==> config.mk <==
export PLATFORM = sky130hd
export DESIGN_NAME = avalon_pio_gen_flat
export DESIGN_NICKNAME = d
export VERILOG_FILES = /design/src/rtl/avalon_pio_pkg.sv /design/src/rtl/avalon_pio_gen_if.sv /design/src/rtl/pio_sync.sv /design/src/rtl/avalon_pio_gen.sv /design/src/flat_wrapper.sv
export SDC_FILE = /design/constraint.sdc
export NUM_CORES = 1
export LEC_CHECK = 0
export CAP_MARGIN = 20
export CORE_MARGIN = 5
export CORE_UTILIZATION = 34
export CTS_BUF_LIST = sky130_fd_sc_hd__clkbuf_16
export CTS_CLUSTER_SIZE = 20
export DETAILED_ROUTE_END_ITERATION = 6
export PLACE_DENSITY = 0.75
export SLEW_MARGIN = 20
export SYNTH_ARGS = -nofsm -noshare
export SYNTH_HDL_FRONTEND = slang
export SYNTH_SLANG_ARGS = --single-unit
==> constraint.sdc <==
create_clock -name clk -period 0.85 [get_ports clk]
set_input_delay 0.17 -clock clk [delete_from_list [all_inputs] [get_ports clk]]
set_output_delay 0.17 -clock clk [all_outputs]
set_load 0.01 [all_outputs]
==> src/rtl/avalon_pio_pkg.sv <==
// Shared constants for the Avalon-MM PIO block.
//   ADDR_*  : word addresses of the register map (6-7 are reserved)
//   EDGE_*  : encodings of the EDGE_TYPE parameter
package avalon_pio_pkg;
   localparam logic [2:0] ADDR_DATA    = 3'd0;
   localparam logic [2:0] ADDR_DIR     = 3'd1;
   localparam logic [2:0] ADDR_IRQMASK = 3'd2;
   localparam logic [2:0] ADDR_EDGECAP = 3'd3;
   localparam logic [2:0] ADDR_OUTSET  = 3'd4;
   localparam logic [2:0] ADDR_OUTCLR  = 3'd5;

   localparam int EDGE_RISE = 0;
   localparam int EDGE_FALL = 1;
   localparam int EDGE_ANY  = 2;
endpackage

==> src/rtl/avalon_pio_gen_if.sv <==
// Avalon-MM slave bus of the PIO block.
//   address/chipselect/write_n/writedata : master -> slave
//   readdata                             : slave -> master, registered
interface avalon_pio_gen_if;
   logic [2:0]  address;
   logic        chipselect;
   logic        write_n;
   logic [31:0] writedata;
   logic [31:0] readdata;

   modport master (output address, chipselect, write_n, writedata, input readdata);
   modport slave  (input address, chipselect, write_n, writedata, output readdata);
endinterface

==> src/rtl/pio_sync.sv <==
// Multi-flop synchronizer for asynchronous inputs.
//   clk, reset_n : clock, async active-low reset (chain clears to 0)
//   din          : asynchronous input vector, W bits
//   dout         : synchronized vector, STAGES cycles later
module pio_sync #(
   parameter int W      = 8,
   parameter int STAGES = 2
) (
   input  logic         clk,
   input  logic         reset_n,
   input  logic [W-1:0] din,
   output logic [W-1:0] dout
);
   logic [STAGES-1:0][W-1:0] chain_q, chain_d;

   always_comb begin
      chain_d = {chain_q[STAGES-2:0], din};
   end

   always_ff @(posedge clk or negedge reset_n) begin
      if (!reset_n) chain_q <= '0;
      else          chain_q <= chain_d;
   end

   assign dout = chain_q[STAGES-1];
endmodule

==> src/rtl/avalon_pio_gen.sv <==
// Avalon-MM general purpose PIO port.
//   clk, reset_n : clock, async active-low reset
//   bus          : Avalon-MM slave (address, chipselect, write_n, writedata, readdata)
//   in_port      : asynchronous inputs, synchronized before use
//   out_port     : data_out register, driven regardless of dir
//   oe           : per-bit output enable (dir register)
//   irq          : level interrupt, OR(edgecap & irqmask), registered
// Optional feature macro PIO_EDGE_IRQ_EN adds edge capture, irqmask and irq;
// without it irq is 0 and addresses 2-3 read 0 and ignore writes.
module avalon_pio_gen
   import avalon_pio_pkg::*;
#(
   parameter int          WIDTH       = 8,
   parameter int          SYNC_STAGES = 2,
   parameter logic [31:0] RESET_OUT   = 32'd0,
   parameter int          EDGE_TYPE   = EDGE_RISE
) (
   input  logic              clk,
   input  logic              reset_n,
   avalon_pio_gen_if.slave   bus,
   input  logic [WIDTH-1:0]  in_port,
   output logic [WIDTH-1:0]  out_port,
   output logic [WIDTH-1:0]  oe,
   output logic              irq
);
   logic [WIDTH-1:0] sync_in;
   logic [WIDTH-1:0] data_out_q, data_out_d;
   logic [WIDTH-1:0] dir_q, dir_d;
   logic [31:0]      readdata_q, readdata_d;
   logic [WIDTH-1:0] rd_word;
   logic [WIDTH-1:0] wdata;
   logic             wr;

   pio_sync #(.W(WIDTH), .STAGES(SYNC_STAGES)) u_sync (
      .clk     (clk),
      .reset_n (reset_n),
      .din     (in_port),
      .dout    (sync_in)
   );

   assign wr    = bus.chipselect & ~bus.write_n;
   assign wdata = bus.writedata[WIDTH-1:0];

   // writedata bits above WIDTH-1 are intentionally dropped
   logic unused_wdata;
   assign unused_wdata = ^bus.writedata;

`ifdef PIO_EDGE_IRQ_EN
   logic [WIDTH-1:0] prev_q, prev_d;
   logic [WIDTH-1:0] edgecap_q, edgecap_d;
   logic [WIDTH-1:0] irqmask_q, irqmask_d;
   logic             irq_q, irq_d;
   logic [WIDTH-1:0] edge_hit;

   always_comb begin
      prev_d = sync_in;
      case (EDGE_TYPE)
         EDGE_FALL: edge_hit = ~sync_in & prev_q;
         EDGE_ANY:  edge_hit = sync_in ^ prev_q;
         default:   edge_hit = sync_in & ~prev_q;
      endcase
      irqmask_d = irqmask_q;
      edgecap_d = edgecap_q;
      if (wr && bus.address == ADDR_IRQMASK) irqmask_d = wdata;
      if (wr && bus.address == ADDR_EDGECAP) edgecap_d = edgecap_q & ~wdata;
      // applied after the clear so a coincident edge survives
      edgecap_d = edgecap_d | edge_hit;
      irq_d     = |(edgecap_q & irqmask_q);
   end

   always_ff @(posedge clk or negedge reset_n) begin
      if (!reset_n) begin
         prev_q    <= '0;
         edgecap_q <= '0;
         irqmask_q <= '0;
         irq_q     <= 1'b0;
      end else begin
         prev_q    <= prev_d;
         edgecap_q <= edgecap_d;
         irqmask_q <= irqmask_d;
         irq_q     <= irq_d;
      end
   end

   assign irq = irq_q;
`else
   assign irq = 1'b0;
`endif

   always_comb begin
      data_out_d = data_out_q;
      dir_d      = dir_q;
      if (wr) begin
         case (bus.address)
            ADDR_DATA:   data_out_d = wdata;
            ADDR_DIR:    dir_d      = wdata;
            ADDR_OUTSET: data_out_d = data_out_q | wdata;
            ADDR_OUTCLR: data_out_d = data_out_q & ~wdata;
            default:     ;
         endcase
      end

      case (bus.address)
         // output bits read back the driven value, input bits the pin
         ADDR_DATA:    rd_word = (data_out_q & dir_q) | (sync_in & ~dir_q);
         ADDR_DIR:     rd_word = dir_q;
`ifdef PIO_EDGE_IRQ_EN
         ADDR_IRQMASK: rd_word = irqmask_q;
         ADDR_EDGECAP: rd_word = edgecap_q;
`endif
         default:      rd_word = '0;
      endcase
      readdata_d              = '0;
      readdata_d[WIDTH-1:0]   = rd_word;
   end

   always_ff @(posedge clk or negedge reset_n) begin
      if (!reset_n) begin
         data_out_q <= RESET_OUT[WIDTH-1:0];
         dir_q      <= '0;
         readdata_q <= '0;
      end else begin
         data_out_q <= data_out_d;
         dir_q      <= dir_d;
         readdata_q <= readdata_d;
      end
   end

   assign out_port     = data_out_q;
   assign oe           = dir_q;
   assign bus.readdata = readdata_q;
endmodule

==> src/flat_wrapper.sv <==
// flat-port wrapper written by rule: the top's interface ports become plain ports
module avalon_pio_gen_flat import avalon_pio_pkg::*;
#(
   parameter int          WIDTH       = 8,
   parameter int          SYNC_STAGES = 2,
   parameter logic [31:0] RESET_OUT   = 32'd0,
   parameter int          EDGE_TYPE   = EDGE_RISE
)
  (clk, reset_n, in_port, out_port, oe, irq, bus_address, bus_chipselect, bus_write_n, bus_writedata, bus_readdata);
  avalon_pio_gen_if bus_i ();
  input  logic clk;
  input  logic reset_n;
  input  logic [WIDTH-1:0] in_port;
  output logic [WIDTH-1:0] out_port;
  output logic [WIDTH-1:0] oe;
  output logic irq;
  input wire logic [$bits(bus_i.address)-1:0] bus_address;
  input wire logic [$bits(bus_i.chipselect)-1:0] bus_chipselect;
  input wire logic [$bits(bus_i.write_n)-1:0] bus_write_n;
  input wire logic [$bits(bus_i.writedata)-1:0] bus_writedata;
  output wire logic [$bits(bus_i.readdata)-1:0] bus_readdata;
  assign bus_i.address = bus_address;
  assign bus_i.chipselect = bus_chipselect;
  assign bus_i.write_n = bus_write_n;
  assign bus_i.writedata = bus_writedata;
  assign bus_readdata = bus_i.readdata;
  avalon_pio_gen #(.WIDTH(WIDTH), .SYNC_STAGES(SYNC_STAGES), .RESET_OUT(RESET_OUT), .EDGE_TYPE(EDGE_TYPE)) u_core (.clk(clk), .reset_n(reset_n), .bus(bus_i), .in_port(in_port), .out_port(out_port), .oe(oe), .irq(irq));
endmodule
==> results of run 1 <==
-- layout make-up --
type                    count  area (um^2)  area share
well taps                  67         83.8      0.0329
flip-flops and latches     40         1000       0.393
clock buffers               5          125      0.0491
clock inverters             2         8.76     0.00344
repair buffers             75          654       0.257
multi-input cells         103          676       0.265
-- power by group through the flow --
stage / clock network (mW) / logic, mW / registers (mW)
global placement: 0 / 1.66 / 2.38
detailed placement: 0 / 1.69 / 2.38
floorplan: 0 / 0.569 / 2.52
global route: 1.85 / 1.95 / 2.40
CTS: 1.78 / 1.69 / 2.35
finish: 1.73 / 1.79 / 2.36
-- cell families after synthesis --
family | after synthesis | share of synthesized area
flip-flops | 40 | 0.582
other | 1 | 0.00218
buffers and inverters | 31 | 0.127
AND/OR/NAND/NOR | 37 | 0.108
XOR/XNOR | 1 | 0.00510
AO/OA/AOI/OAI | 32 | 0.105
multiplexers | 8 | 0.0699
-- repair_timing --
action	in CTS	in global routing
setup endpoints to repair	48	48
setup buffers	4	1
resized for setup	145	18
hold endpoints to repair	40	0
pin swaps	26	6
hold buffers	1	0
-- metal layers --
layer | global-route usage | wire length, um | vias up
li1 | - | - | 599
met1 | 0.156 | 1660 | 625
met2 | 0.209 | 2050 | 50
met3 | 0.0477 | 328 | 5
met4 | 0.0405 | 44 | 0
met5 | 0 | 0 | -
-- cells in the final DEF, fill, tap and decap left out, drive strengths merged, types with 2 or more instances in the layout --
cell and instances:
dfrtp 40, a21oi 8, nor2 8, buf 56
nor2b 8, clkdlybuf4s50 16, or3b 2, nand2 16
conb 25, a22oi 8, mux2 8, clkbuf 5
o21ai 16
-- how the worst max path moves through the flow --
stage | startpoint | to | cells after the start
floorplan | bus_address[1] | u_core.oe[0]$_DFFE_PN0P_ | 5
global placement | bus_write_n | u_core.oe[3]$_DFFE_PN0P_ | 5
detailed placement | bus_write_n | u_core.oe[4]$_DFFE_PN0P_ | 5
CTS | bus_write_n | u_core.oe[4]$_DFFE_PN0P_ | 5
global route | bus_address[1] | u_core.oe[1]$_DFFE_PN0P_ | 5
finish | bus_address[1] | u_core.oe[4]$_DFFE_PN0P_ | 5
-- state kept, by name, indices dropped and copies added (netlist names) --
| name | count |
|---|---|
| u_core.bus.readdata | 8 |
| u_core.oe | 8 |
| u_core.out_port | 8 |
| u_core.u_sync.dout | 8 |
| u_core.u_sync.chain_d | 8 |
==> reports/metrics.yaml, run 1 <==
setup_path:
  path_buf_inv: 2
  critical_path_class: "in2reg"
  cp.required_ns: 1.01
  worst_path_max_delay_cell: "or3b_4"
  cp_slowest_stage_delay_ns: 0.40
  crit_path_max_fanout: 4
  cp-start-kind: "input pin"
  timing.rr.start: "u_core.out_port[5]$_DFFE_PN0P_"
  rr_endpoint: "u_core.out_port[5]$_DFFE_PN0P_"
  critical_path.top_delay_family: "simple AND/OR/NAND/NOR gates"
  worstPathCellList: "buf_6 -> or3b_4 -> or3b_4 -> buf_6 -> mux2_4"
  end_kind: "flip-flop"
  worstPathArrival_ns: 1.49
  r2r_setup_slack_ns: -0.13
  reg2reg_depth: 4
logic_synthesis:
  async_reset_ff_frac: 1.00
  yosysWarnings: 0
  syn_avg_cell_area_um2: 11.5
  synth.largest_area_cell: "dfrtp_1"
  synth_top_area_frac: 0.582
  synth_common_cells: "dfrtp_1, buf_4, nand2_1, o21ai_0"
  synth_ff_type: "dfrtp_1"
  ys_seq_area_frac: 0.582
  syn_inst: 150
  ys_types: 19
  synth_area_mm2: 0.00172
  ys_top_cells_by_area: "dfrtp_1, buf_4, mux2_4"
  ys_ff_latch: 40
  synth.most_common_cell: "dfrtp_1"
  synth_edf_count: 0
clock_network:
  cts_tree: "done"
  cts_made_buffers: 5
  cts.path.max_buffers: 2
  clk_latency_ns: 0.27
  clockRootBuffer: "clkbuf_16"
  clkTransAtPathRegs_ns: 0.06
  cts.sinks: 40
  cts_max_level: 2
global_route:
  gr-total-overflow: 0
  antenna_found_initial: 0
  first_global_vias: 1246
  grt_pass1_wl_um: 6180
  track_usage: 0.128
  grt_max_degree: 41
route:
  route.detailed.drc: 0
  drt-initial-drc-count: 103
  wl_um: 4080
  ant_nets: 0
  viasPerCell: 4.38
  wl_per_cell_um: 14.0
  drt_first_pass_iters: 4
  vias: 1279
cells_and_area:
  fillers: 456
  final_core_util: 0.529
  fin_nets: 272
  syn_to_final_growth_pct: 48.3
  final_area_mm2: 0.00255
  drive_above_1_share: 0.404
  antennaDiodeCount: 0
  stdcell_count: 292
power_and_ir_drop:
  pwr-share-comb: 0.305
  p_per_area_mw_per_mm2: 2310
  p_clk_frac: 0.294
  power.total_mw: 5.88
  switching_share: 0.279
  worst_ir_drop_vdd_mv: 1.04
  p_switching_mw: 1.64
  seq_power_share: 0.401
  p_int_mw: 4.24
  cellLeakagePower_nw: 1.22
job:
  drv_cap: 0
timing:
  finalWorstSetupSlack_ns: -0.475
  slew_violations: 0
  finalHoldViolations: 0
  period_needed_ns: 1.33
  max_freq_mhz: 755
  hold_ws_ns: 0.329
  post-route-period-util: 1.56
  tns_ns: -7.72
  rsz0062_at_grt: "yes"
  fin_skew_ns: 0.00189
  setup_viol: 47
placed_design:
  io_buffers: 46
  pre_cts_ws_ns: -1.15
  dpl-instance-area_mm2: 0.00233
  dp.final_hpwl_um: 2850
  place_inst: 279
  place.gp.congestion: 0.731
worst_hold_path:
  hold_class: "in2reg"
  min-delay-start: "in_port[4]"
  holdPathEnd: "u_core.u_sync.chain_d[12]$_DFF_PN0_"
  hold-path-cell-count: 1
outcome:
  status: "finished with violations"
  violations: "setup timing"
floorplanning:
  fp.dieH_um: 81.1
  coreArea_mm2: 0.00482
  placementRows: 25
  start_util: 0.357
  boundaryPins: 96
  die-area_mm2: 0.00658
  die_x_um: 81.1
No activity file was read; power rests on OpenSTA's default activity.
==> inputs of run 2 (changes only) <==
--- a/config.mk
+++ b/config.mk
@@ -11,6 +11,8 @@
 export CTS_BUF_LIST = sky130_fd_sc_hd__clkbuf_16
 export CTS_CLUSTER_SIZE = 20
 export DETAILED_ROUTE_END_ITERATION = 6
+export GPL_TIMING_DRIVEN = 0
+export HOLD_SLACK_MARGIN = 0.03
 export PLACE_DENSITY = 0.75
 export SLEW_MARGIN = 20
 export SYNTH_ARGS = -nofsm -noshare
==> run 2 against run 1 <==
  * Sequential share of layout area shrank 3.1 points
  * Hold slack lost 0.49 ns
  * Critical path depth is the same
  * Global-route usage increased by 0.78 points
  * The run ends with hold timing, setup timing left
  * Wire length increased by 5.0%
==> reports/metrics.yaml, run 2 (same netlist as run 1, synthesis figures left out) <==
outcome:
  status: "finished with violations"  # unchanged
  violations: "hold timing, setup timing"  # was setup timing
placed_design:
  place.gp.congestion: 0.751  # was 0.731
  dp.final_hpwl_um: 2810  # was 2850 um
  dpl-instance-area_mm2: 0.00240  # was 0.00233 mm^2
  place_inst: 287  # was 279
  io_buffers: 45  # was 46
floorplanning:
  boundaryPins: 96  # unchanged
  placementRows: 25  # unchanged
  fp.dieH_um: 81.1  # unchanged
  die_x_um: 81.1  # unchanged
  start_util: 0.357  # unchanged
  coreArea_mm2: 0.00482  # unchanged
  die-area_mm2: 0.00658  # unchanged
global_route:
  antenna_found_initial: 0  # unchanged
  grt_max_degree: 22  # was 41
  grt_pass1_wl_um: 6450  # was 6180 um
  gr-total-overflow: 0  # unchanged
  first_global_vias: 1306  # was 1246
  track_usage: 0.135  # was 0.128
setup_path:
  cp.required_ns: 1.01  # about the same
  worst_path_max_delay_cell: "or3b_4"  # unchanged
  cp_slowest_stage_delay_ns: 0.38  # was 0.40 ns
  critical_path_class: "in2reg"  # unchanged
  timing.rr.start: "u_core.out_port[1]$_DFFE_PN0P_"  # was u_core.out_port[5]$_DFFE_PN0P_
  critPathLaunch: "bus_address[1]"  # unchanged
  crit_path_max_fanout: 8  # was 4
  worstPathCellList: "buf_8 -> or3b_4 -> or3b_1 -> buf_6 -> mux2_4"  # was buf_6 -> or3b_4 -> or3b_4 -> buf_6 -> mux2_4
  worstPathArrival_ns: 1.49  # about the same
  cp-start-kind: "input pin"  # unchanged
  end_kind: "flip-flop"  # unchanged
timing:
  period_needed_ns: 1.33  # about the same
  max_freq_mhz: 751  # was 755 MHz
  setup_viol: 47  # unchanged
  hold_ws_ns: -0.163  # was 0.329 ns
  finalHoldViolations: 19  # was 0
  finalWorstSetupSlack_ns: -0.482  # was -0.475 ns
  rsz0062_at_grt: "yes"  # unchanged
  post-route-period-util: 1.57  # was 1.56
  fin_skew_ns: 0.00618  # was 0.00189 ns
  slew_violations: 0  # unchanged
cells_and_area:
  final_area_mm2: 0.00277  # was 0.00255 mm^2
  final_cell_mix: "dfrtp_1, buf_4, conb_1"  # was dfrtp_1, conb_1, buf_6
  layout_commonest_cell: "dfrtp_1"  # unchanged
  fillers: 421  # was 456
  drive_above_1_share: 0.490  # was 0.404
  fin_nets: 291  # was 272
  syn_to_final_growth_pct: 61.0  # was 48.3%
  antennaDiodeCount: 0  # unchanged
  stdcell_count: 312  # was 292
power_and_ir_drop:
  pwr-share-comb: 0.327  # was 0.305
  switching_share: 0.281  # was 0.279
  power.total_mw: 6.10  # was 5.88 mW
  p_int_mw: 4.38  # was 4.24 mW
  cellLeakagePower_nw: 1.36  # was 1.22 nW
  p_clk_frac: 0.283  # was 0.294
  worst_ir_drop_vdd_mv: 1.05  # was 1.04 mV
  p_switching_mw: 1.71  # was 1.64 mW
  p_per_area_mw_per_mm2: 2200  # was 2310 mW/mm^2
  seq_power_share: 0.390  # was 0.401
route:
  ant_nets: 0  # unchanged
  route.detailed.drc: 0  # unchanged
  viasPerCell: 4.27  # was 4.38
  drt_first_pass_iters: 4  # unchanged
  wl_um: 4290  # was 4080 um
  vias: 1331  # was 1279
  drt-initial-drc-count: 65  # was 103
  wl_per_cell_um: 13.7  # was 14.0 um
clock_network:
  cts_tree: "done"  # unchanged
  cts_max_level: 2  # unchanged
  clockRootBuffer: "clkbuf_16"  # unchanged
  cts.sinks: 40  # unchanged
  cts_made_buffers: 5  # unchanged
  clkTransAtPathRegs_ns: 0.05  # was 0.06 ns
  cts.path.max_buffers: 2  # unchanged
  clk_latency_ns: 0.28  # was 0.27 ns
job:
  drv_cap: 0  # unchanged
worst_hold_path:
  hold_class: "in2async"  # was in2reg
-- run 2: cell types whose count changed in the layout (fill, tap and decap cells not counted), moves of 3 or more --
cell and change:
buf_4 +19, o21ai_0 -6, o21ai_2 +4, buf_6 -3, nor2_2 -3
-- run 2: final cells by class --
class / instances / area (um^2) / area share
Timing Repair Buffer: 66 / 587 / 0.212
Clock inverter: 3 / 11.3 / 0.00407
Tap cell: 67 / 83.8 / 0.0303
Multi-Input combinational cell: 103 / 739 / 0.267
Clock buffer: 5 / 125 / 0.0452
Buffer: 28 / 220 / 0.0796
Sequential cell: 40 / 1000 / 0.362
-- run 2: routing by layer --
metal	global-route usage	up-vias	routed length (um)	part of all wire
li1	-	641	-	-
met1	0.166	622	1720	0.40
met2	0.221	58	2180	0.51
met3	0.0388	10	299	0.070
met4	0.0608	0	94	0.022
met5	0	-	0	0
-- run 2: repair_timing --
item | in CTS | in global routing
hold endpoints to repair | 19 | 19
gates cloned | 0 | 0
setup buffers | 20 | 2
gates resized for setup | 155 | 28
pin swaps | 30 | 19
setup endpoints to repair | 48 | 48
-- run 2: stage by stage --
stage / util / worst slack, ns / setup TNS (ns) / hold WS (ns)
detailed placement: 0.497 / -1.34 / -26.66 / 0.148
global route: 0.575 / -0.506 / -8.78 / -0.128
floorplan: - / -0.739 / -7.04 / -0.126
CTS: 0.553 / -0.594 / -8.45 / -0.154
finish: 0.575 / -0.482 / -7.31 / -0.163
global placement: 0.493 / -1.32 / -78.03 / 0.332
-- run 2: path summary, 6_finish.rpt --
| check | slack (ns) | endpoint | cells past startpoint |
|---|---|---|---|
| worst max register to register | -0.11 | u_core.out_port[1]$_DFFE_PN0P_ | 4 |
| worst max-delay path | -0.48 | u_core.oe[3]$_DFFE_PN0P_ | 5 |
| worst min-delay path | -0.16 | u_core.bus.readdata[4]$_DFF_PN0_ | 1 |
| worst min register to register | 0.34 | u_core.u_sync.dout[2]$_DFF_PN0_ | 0 |
| max in group asynchronous | 0.55 | u_core.oe[6]$_DFFE_PN0P_ | 2 |
| min in group clk | 0.33 | u_core.u_sync.chain_d[9]$_DFF_PN0_ | 1 |
-- run 2: worst max-delay path, delay by kind of cell --
family | cells | cell delay, ns
multiplexers | 1 | 0.30
buffers and inverters | 2 | 0.27
AND/OR/NAND/NOR | 2 | 0.75
-- run 2: power groups by stage --
stage | sequential [mW] | combinational [mW] | clock, mW
after detailed placement | 2.45 | 1.43 | 0
after global placement | 2.43 | 1.39 | 0
final | 2.38 | 1.99 | 1.73
after CTS | 2.36 | 1.85 | 1.77
after floorplan | 2.52 | 0.569 | 0
after global routing | 2.42 | 2.14 | 1.85
==> edit (settings of run 2) <==
`readdata_q` no longer has a reset.
--- a/src/rtl/avalon_pio_gen.sv
+++ b/src/rtl/avalon_pio_gen.sv
@@ -118,12 +118,14 @@
       if (!reset_n) begin
          data_out_q <= RESET_OUT[WIDTH-1:0];
          dir_q      <= '0;
-         readdata_q <= '0;
       end else begin
          data_out_q <= data_out_d;
          dir_q      <= dir_d;
-         readdata_q <= readdata_d;
       end
+   end
+
+   always_ff @(posedge clk) begin
+      readdata_q <= readdata_d;
    end
 
    assign out_port     = data_out_q;
Function: differs if reset_n is asserted again (counterexample within 4 cycles, from zero or initial values and one cycle with reset_n low); with reset_n held inactive, the same outputs for 10 cycles.
==> edit against run 2 <==
- the flow still finishes with violations (negative hold slack, negative setup slack)
- routed wire length increased by 2.5%
- power grew 8.0%
- clock skew down 2.1 ps
- synthesized area decreased by 2.3%
- largest cell class unchanged
- critical path type unchanged
- sequential cell count stayed put
- worst hold slack better by 100 ps
- setup slack improved by 2.2 ps
- sequential power is essentially flat
- final area up 0.23%
==> edit: results <==
set metrics [dict create \
    num_vias 1286 \
    dp_hpwl_um 2650 \
    vdd_drop_max_v 0.0009960 \
    grt_usage_pct 13.39 \
    wl_per_cell_um 14.14 \
    place_area_um2 2320 \
    first_global_vias 1362 \
    syn_area_per_cell_um2 11.19 \
    yosys-top-cells-area "dfrtp_1, buf_4, dfxtp_1" \
    ys_seq_area_share_pct 57.23 \
    synth_cell_types 20 \
    ctsHtreeMaxLevel 2 \
    nets 290 \
    outcome "finished with violations" \
    clk_latency_ps 280 \
    fill_cells 405 \
    drive_above_1_share_pct 52.87 \
    p_sw_share_pct 27.39 \
    antenna_found_initial 0 \
    clock-skew-final_ps 4.026 \
    p_leak_nw 1.331 \
    grt_max_degree 33 \
    hold_violations 32 \
    yosys-top-cells-count "dfrtp_1, buf_4, nand2_1, o21ai_0" \
    gp_congestion 0.7060 \
    cp_max_fo 8 \
    hold_slack_ps -61.85 \
    pre_cts_ws_ps -1385 \
    setup_viol 42 \
    antenna_cells 0 \
    async_flop_share_pct 80.00 \
    seqPwrFrac_pct 36.2 \
    clk_pin_slew_ps 60 \
    setup_ws_ps -479.4 \
    yosys_warnings 0 \
    p_clk_mw 2.06 \
    violations "negative hold slack, negative setup slack" \
    drtIter0Drc 16 \
    power_frac_comb_pct 32.5 \
    fin_setup_tns_ps -6859 \
    grt_first_pass_wirelength_um 6396 \
]
## edit: timing repair
action                                  in CTS  in global routing
resized for setup                          140                 61
endpoints found under the setup margin      48                 48
endpoints found under the hold margin       32                 32
setup buffers                               20                  1
pin swaps                                   21                 23
## edit: kinds of logic after synthesis
kind of cell / synth area share, %
buffers and inverters: 13.04
multiplexers: 7.154
XOR/XNOR: 0.5217
AO/OA/AOI/OAI: 10.73
AND/OR/NAND/NOR: 11.10
other: 0.2233
flip-flops: 57.23
## edit: area by class of cell
type                    instances  area [um^2]  area share, %
plain buffers                  27        206.4          7.442
clock buffers                   5        125.1          4.511
well taps                      67        83.83          3.022
flip-flops and latches         40        960.9          34.64
clock inverters                 3        37.54          1.353
multi-input cells             103        783.3          28.24
repair buffers                 66        576.8          20.79
## edit: final timing paths
| kind | startpoint | end | slack, ps | cells after the start |
|---|---|---|---|---|
| hold / removal | reset_n | u_core.out_port[4] | -60 | 1 |
| setup reg to reg | u_core.out_port[6] | u_core.out_port[6] | -170 | 4 |
| hold reg to reg | u_core.u_sync.chain_d[14] | u_core.u_sync.dout[6] | 350 | 0 |
| max in group asynchronous | reset_n | u_core.u_sync.dout[0] | 450 | 1 |
| min in group clk | in_port[6] | u_core.u_sync.chain_d[14] | 330 | 1 |
| setup / recovery | bus_write_n | u_core.oe[2] | -480 | 4 |
## edit: metal layers
| metal | track usage, % | vias up | share of wire (%) |
|---|---|---|---|
| met5 | 0 | - | 0 |
| li1 | - | 636 | - |
| met1 | 14.03 | 599 | 36 |
| met4 | 5.068 | 0 | 1.5 |
| met2 | 24.25 | 45 | 55 |
| met3 | 4.821 | 6 | 7.1 |
## edit: critical path, stage by stage
cell and delay, ps:
buf_8 100, or3b_4 400, or3b_4 490, mux2_4 330
